**config.mk**
```make
export PLATFORM = sky130hd
export DESIGN_NAME = keypad_scanner
export DESIGN_NICKNAME = d
export VERILOG_FILES = /design/src/rtl/keypad_scanner.sv
export SDC_FILE = /design/constraint.sdc
export NUM_CORES = 1
export LEC_CHECK = 0
export CORE_AREA = 2 2 95 97
export CTS_CLUSTER_DIAMETER = 50
export DETAILED_ROUTE_END_ITERATION = 10
export DIE_AREA = 0 0 97 99
export GPL_ROUTABILITY_DRIVEN = 0
export PLACE_DENSITY = 0.74
export SYNTH_ARGS = -nofsm -noshare
export SYNTH_HDL_FRONTEND = slang
export SYNTH_SLANG_ARGS = --single-unit
```
**constraint.sdc**
```tcl
create_clock -name clk -period 12.7 [get_ports clk]
set_input_delay 1.905 -clock clk [delete_from_list [all_inputs] [get_ports clk]]
set_output_delay 1.905 -clock clk [all_outputs]
set_load 0.1 [all_outputs]
```
**src/rtl/keypad_scanner.sv**
```systemverilog
// keypad_scanner: 4x4 keypad column scan, row sync, debounce, ghost reject, one hex code per press (KEYPAD_REPEAT_EN adds auto-repeat).
// Latency: DEBOUNCE_SCANS full scans + up to 1 scan alignment + 2 sync cycles + 1 cycle from a clean press to key_valid.
// Backpressure: none; key_valid is a single-cycle pulse that the consumer must take when it appears.
module keypad_scanner #(
    parameter int SCAN_DIV       = 100000,
    parameter int DEBOUNCE_SCANS = 4,
    parameter int REPEAT_DELAY   = 50,
    parameter int REPEAT_RATE    = 10
) (
    input  logic       clk,
    input  logic       rst_n,
    input  logic [3:0] row,
    output logic [3:0] col,
    output logic [3:0] key_code,
    output logic       key_valid,
    output logic       key_held
);

    localparam int            DW       = (SCAN_DIV > 1) ? $clog2(SCAN_DIV) : 1;
    localparam logic [DW-1:0] DIV_LAST = DW'(SCAN_DIV - 1);
    localparam logic [3:0]    DB       = 4'(DEBOUNCE_SCANS);
    // Candidate encoding: {none, col*4+row}
    localparam logic [4:0]    NONE     = 5'h10;

    typedef enum logic [1:0] {RELEASED, HELD, RELEASE_WAIT} state_t;

    state_t        state, state_n;
    logic [3:0]    row_meta, row_sync;
    logic [DW-1:0] div;
    logic [1:0]    col_idx;
    logic [15:0]   snapshot;
    logic          eval;
    logic [4:0]    cand, prev_cand, held_cand;
    logic [3:0]    stable_cnt, cnt_next;
    logic          stable_ok;
    logic          accept;
    logic          rpt_fire;

    function automatic logic [3:0] keymap(input logic [3:0] idx);
        case (idx)
            4'd0:  return 4'h1;
            4'd1:  return 4'h4;
            4'd2:  return 4'h7;
            4'd3:  return 4'h0;
            4'd4:  return 4'h2;
            4'd5:  return 4'h5;
            4'd6:  return 4'h8;
            4'd7:  return 4'hF;
            4'd8:  return 4'h3;
            4'd9:  return 4'h6;
            4'd10: return 4'h9;
            4'd11: return 4'hE;
            4'd12: return 4'hA;
            4'd13: return 4'hB;
            4'd14: return 4'hC;
            default: return 4'hD;
        endcase
    endfunction

    assign col = ~(4'b0001 << col_idx);

    always_ff @(posedge clk) begin
        if (!rst_n) begin
            row_meta <= 4'hF;
            row_sync <= 4'hF;
            div      <= '0;
            col_idx  <= 2'd0;
            snapshot <= '0;
            eval     <= 1'b0;
        end else begin
            row_meta <= row;
            row_sync <= row_meta;
            eval     <= 1'b0;
            if (div == DIV_LAST) begin
                div                           <= '0;
                snapshot[{col_idx, 2'b00} +: 4] <= row_sync;
                col_idx                       <= col_idx + 2'd1;
                eval                          <= (col_idx == 2'd3);
            end else begin
                div <= div + DW'(1);
            end
        end
    end

    // Exactly one pressed bit is a key; none or several is treated as no key
    always_comb begin
        logic [15:0] pressed;
        logic [4:0]  hits;
        logic [3:0]  idx;
        pressed = ~snapshot;
        hits    = 5'd0;
        idx     = 4'd0;
        for (int i = 0; i < 16; i++) begin
            if (pressed[i]) begin
                hits = hits + 5'd1;
                idx  = 4'(i);
            end
        end
        cand = (hits == 5'd1) ? {1'b0, idx} : NONE;
    end

    assign cnt_next  = (cand != prev_cand) ? 4'd1 :
                       (stable_cnt >= DB)  ? DB   : stable_cnt + 4'd1;
    assign stable_ok = (cnt_next == DB);

    always_comb begin
        state_n = state;
        accept  = 1'b0;
        case (state)
            RELEASED: begin
                if (eval && cand != NONE && stable_ok) begin
                    state_n = HELD;
                    accept  = 1'b1;
                end
            end
            HELD: begin
                if (eval && cand != held_cand)
                    state_n = RELEASE_WAIT;
            end
            RELEASE_WAIT: begin
                if (eval) begin
                    if (cand == held_cand)
                        state_n = HELD;
                    else if (cand == NONE && stable_ok)
                        state_n = RELEASED;
                end
            end
            default: state_n = RELEASED;
        endcase
    end

    always_ff @(posedge clk) begin
        if (!rst_n) begin
            state      <= RELEASED;
            prev_cand  <= NONE;
            stable_cnt <= 4'd0;
            held_cand  <= NONE;
            key_code   <= 4'h0;
            key_valid  <= 1'b0;
            key_held   <= 1'b0;
        end else begin
            state     <= state_n;
            key_valid <= accept | rpt_fire;
            key_held  <= (state_n != RELEASED);
            if (eval) begin
                prev_cand  <= cand;
                stable_cnt <= cnt_next;
            end
            if (accept) begin
                held_cand <= cand;
                key_code  <= keymap(cand[3:0]);
            end
        end
    end

`ifdef KEYPAD_REPEAT_EN
    logic [15:0] rpt_cnt;
    logic [15:0] rpt_limit;
    logic        rpt_first;

    // First repeat waits REPEAT_DELAY scans, later ones REPEAT_RATE scans
    always_comb begin
        rpt_limit = rpt_first ? 16'(REPEAT_DELAY) : 16'(REPEAT_RATE);
        rpt_fire  = 1'b0;
        if (eval && state == HELD && state_n == HELD)
            rpt_fire = ((rpt_cnt + 16'd1) >= rpt_limit);
    end

    always_ff @(posedge clk) begin
        if (!rst_n || state_n != HELD) begin
            rpt_cnt   <= 16'd0;
            rpt_first <= 1'b1;
        end else if (eval && state == HELD) begin
            if (rpt_fire) begin
                rpt_cnt   <= 16'd0;
                rpt_first <= 1'b0;
            end else begin
                rpt_cnt <= rpt_cnt + 16'd1;
            end
        end
    end
`else
    logic unused_rpt;
    assign unused_rpt = ^{REPEAT_DELAY, REPEAT_RATE};
    assign rpt_fire   = 1'b0;
`endif

endmodule
```
==> impl_metrics.yaml <==
worst_setup_path:
  crit_buf_inv: 6
  worstSetupStartpointType: "register"
  slowest_stage: "nor3_1"
  crit_path_end_kind: "register"
  path_delay_family: "adder cells"
  worstPathArrival_ns: 11.49
  max_stage_delay_ns: 0.41
  crit_fanout: 9
  crit_top_cell: "ha_1"
  cp.required_ns: 12.92
  crit_type: "register to register"
  reg2reg_slack_ns: 1.43
clocking:
  hold_buffers: 0
  clockBufferDepth: 2
  cts-resized-gates: 0
  clk_pin_slew_ns: 0.07
  postCtsSetupBuffers: 0
  clockRootBuffer: "clkbuf_8"
  numCtsBuffers: 9
  cts_tree: "built"
  cts_max_level: 3
  cts_sinks: 66
  clock_latency_ns: 0.34
yosys:
  synth_seq_cells: 66
  synthDistinctLibCells: 66
  synth-main-ff-cell: "dfxtp_1"
  syn_inst: 558
  synth_edf_count: 0
  seq_area_frac_synth_pct: 28.7
  mappedNetlistArea_mm2: 0.00460
  synth_fp_nets: 589
  synthArstFlopShare_pct: 0
  syn_area_per_cell_um2: 8.24
  ys_warn_count: 0
routing:
  route.vias.total: 3799
  drc: 0
  drtIter0Drc: 111
  wl_per_cell_um: 13.5
  final_antenna_net_count: 0
  firstDrtPassIters: 5
  vias_per_cell: 5.62
  routed_wl_um: 9150
floorplan:
  die_w_um: 97
  dieArea_mm2: 0.00960
  coreArea_mm2: 0.00855
  start_util_pct: 53.8
  fp-row-count: 34
  fp.dieH_um: 99
  ios: 16
power_and_ir_drop:
  p_per_area_mw_per_mm2: 78.8
  irDropWorstVdd_mv: 0.0797
  power.leakage_nw: 1.85
timing:
  post-route-period-util_pct: 88.7
  setup_tns_ns: 0
  worst_pin_slew_ns: 0.984
  setup_viol: 0
  rsz0062_at_grt: "no"
  fin_ws_ns: 1.43
  timing.fmax_mhz: 88.8
  fin_worst_skew_ns: 0.00334
  final_hold_viol_count: 0
  timing.hold.ws_ns: 0.408
  slew-limit-headroom_pct: 34.2
  slew_viol_final: 0
  fin_crit_ns: 11.27
global_routing:
  grt_pass1_wl_um: 16000
  antenna_found_initial: 0
  grt_max_degree: 35
  grt_usage_pct: 19.8
  first_global_vias: 3604
  overflow: 0
placement:
  post-dp-hpwl_um: 6880
  place_ws_ns: 1.52
  numPortBuffers: 15
run:
  cap_violations: 0
finish:
  nets: 594
  syn_to_final_growth_pct: 8.81
  antennaDiodeCount: 0
  drive_above_1_share_pct: 6.34
run_status:
  status: "finished clean"
hold_path:
  hold_path_class: "register to register"
metrics by stage:
step                      util [%]  std cells  instance area [um^2]  power, mW
after floorplan                  -        558                  4600      0.219
after global placement        56.1        660                  4800      0.222
after detailed placement      56.1        660                  4800      0.222
after CTS                     58.5        676                  5010      0.399
after global routing          58.5        676                  5010      0.408
final                         58.5        676                  5010      0.395
per-layer routing:
layer  track usage, %  part of all wire (%)  vias up
li1                 -                     -     1974
met2             33.6                    48       61
met3             3.69                   3.0       18
met5                0                     0        -
met4             6.61                   1.8        0
met1             25.5                    47     1746
final timing paths:
path	cells past startpoint	from	endpoint
worst max-delay path	59	snapshot[0]	key_code[1]
worst min-delay path	1	row_meta[3]	row_sync[3]
worst max register to register	59	snapshot[0]	key_code[1]
worst min register to register	1	row_meta[3]	row_sync[3]
flip-flops by register name, indices dropped and copies added, names as in the netlist:
signal and cells:
div 17, state 2, key_held 1, key_code 4, snapshot 16, stable_cnt 4, col_idx 2, held_cand 5
eval 1, row_meta 4, row_sync 4, prev_cand 5, key_valid 1
layout by cell type (no fill, tap or decap), types with 6 or more instances in the layout:
| cell type | count |
|---|---|
| dfxtp_1 | 66 |
| nor2_1 | 54 |
| clkdlybuf4s50_1 | 15 |
| clkbuf_8 | 11 |
| inv_1 | 25 |
| or3_1 | 6 |
| xor2_1 | 21 |
| nor2b_1 | 13 |
| o21ai_0 | 12 |
| nand4_1 | 24 |
| ha_1 | 25 |
| xnor2_1 | 37 |
| nand3_1 | 11 |
| mux2i_1 | 14 |
| nand2b_1 | 13 |
| nor3_1 | 13 |
| a21oi_1 | 33 |
| a31oi_1 | 6 |
| nand2_1 | 65 |
cell usage after synthesis, drive strengths merged (5+ instances only):
library cell  instances  share of area (%)
nor3b                 5               0.82
nand3                11                1.2
nor4                  5               0.68
a21boi                5               0.82
a21oi                33                3.6
a31oi                 7                1.1
or2                   5               0.68
clkbuf               17                1.4
xnor3                 7                3.5
nand2b               13                1.8
ha                   25                6.8
nand4                24                3.3
xor2                 21                4.0
mux2i                14                3.0
nand3b                5               0.82
or3                   6               0.82
inv                  25                2.0
and3                  5               0.68
nor2b                14                2.0
o21ai                13                1.4
buf                   6               0.92
xnor2                39                7.8
nand2                65                5.3
nor2                 55                4.8
dfxtp                66                 29
nor3                 13                1.4
report_power, final:
| part | switching (mW) | internal [mW] | leakage (nW) | total (mW) |
|---|---|---|---|---|
| clock network | 0.0765 | 0.101 | 0.0986 | 0.178 |
| logic | 0.00399 | 0.00293 | 1.22 | 0.00693 |
| registers | 0.00129 | 0.209 | 0.534 | 0.210 |
| total | 0.0818 | 0.313 | 1.85 | 0.395 |
layout make-up:
type	instances	area [um^2]
tap	108	135
sequential	66	1320
fill	765	3540
clock buffer	12	155
inverter	26	97.6
clock inverter	4	50.0
timing repair buffer	17	165
multi-input combinational	443	3080
logic make-up (layout without fill, tap and decap cells):
family	count (synthesis)	count (layout)	share of synthesized area, %
AO/OA/AOI/OAI	93	93	13.3
flip-flops	66	66	28.7
buffers and inverters	49	59	4.43
XOR/XNOR	69	69	16.3
adder cells (fa/ha/maj)	25	25	6.80
AND/OR/NAND/NOR	239	239	26.5
multiplexers	17	17	3.86
(Power assumes the default switching activity.)
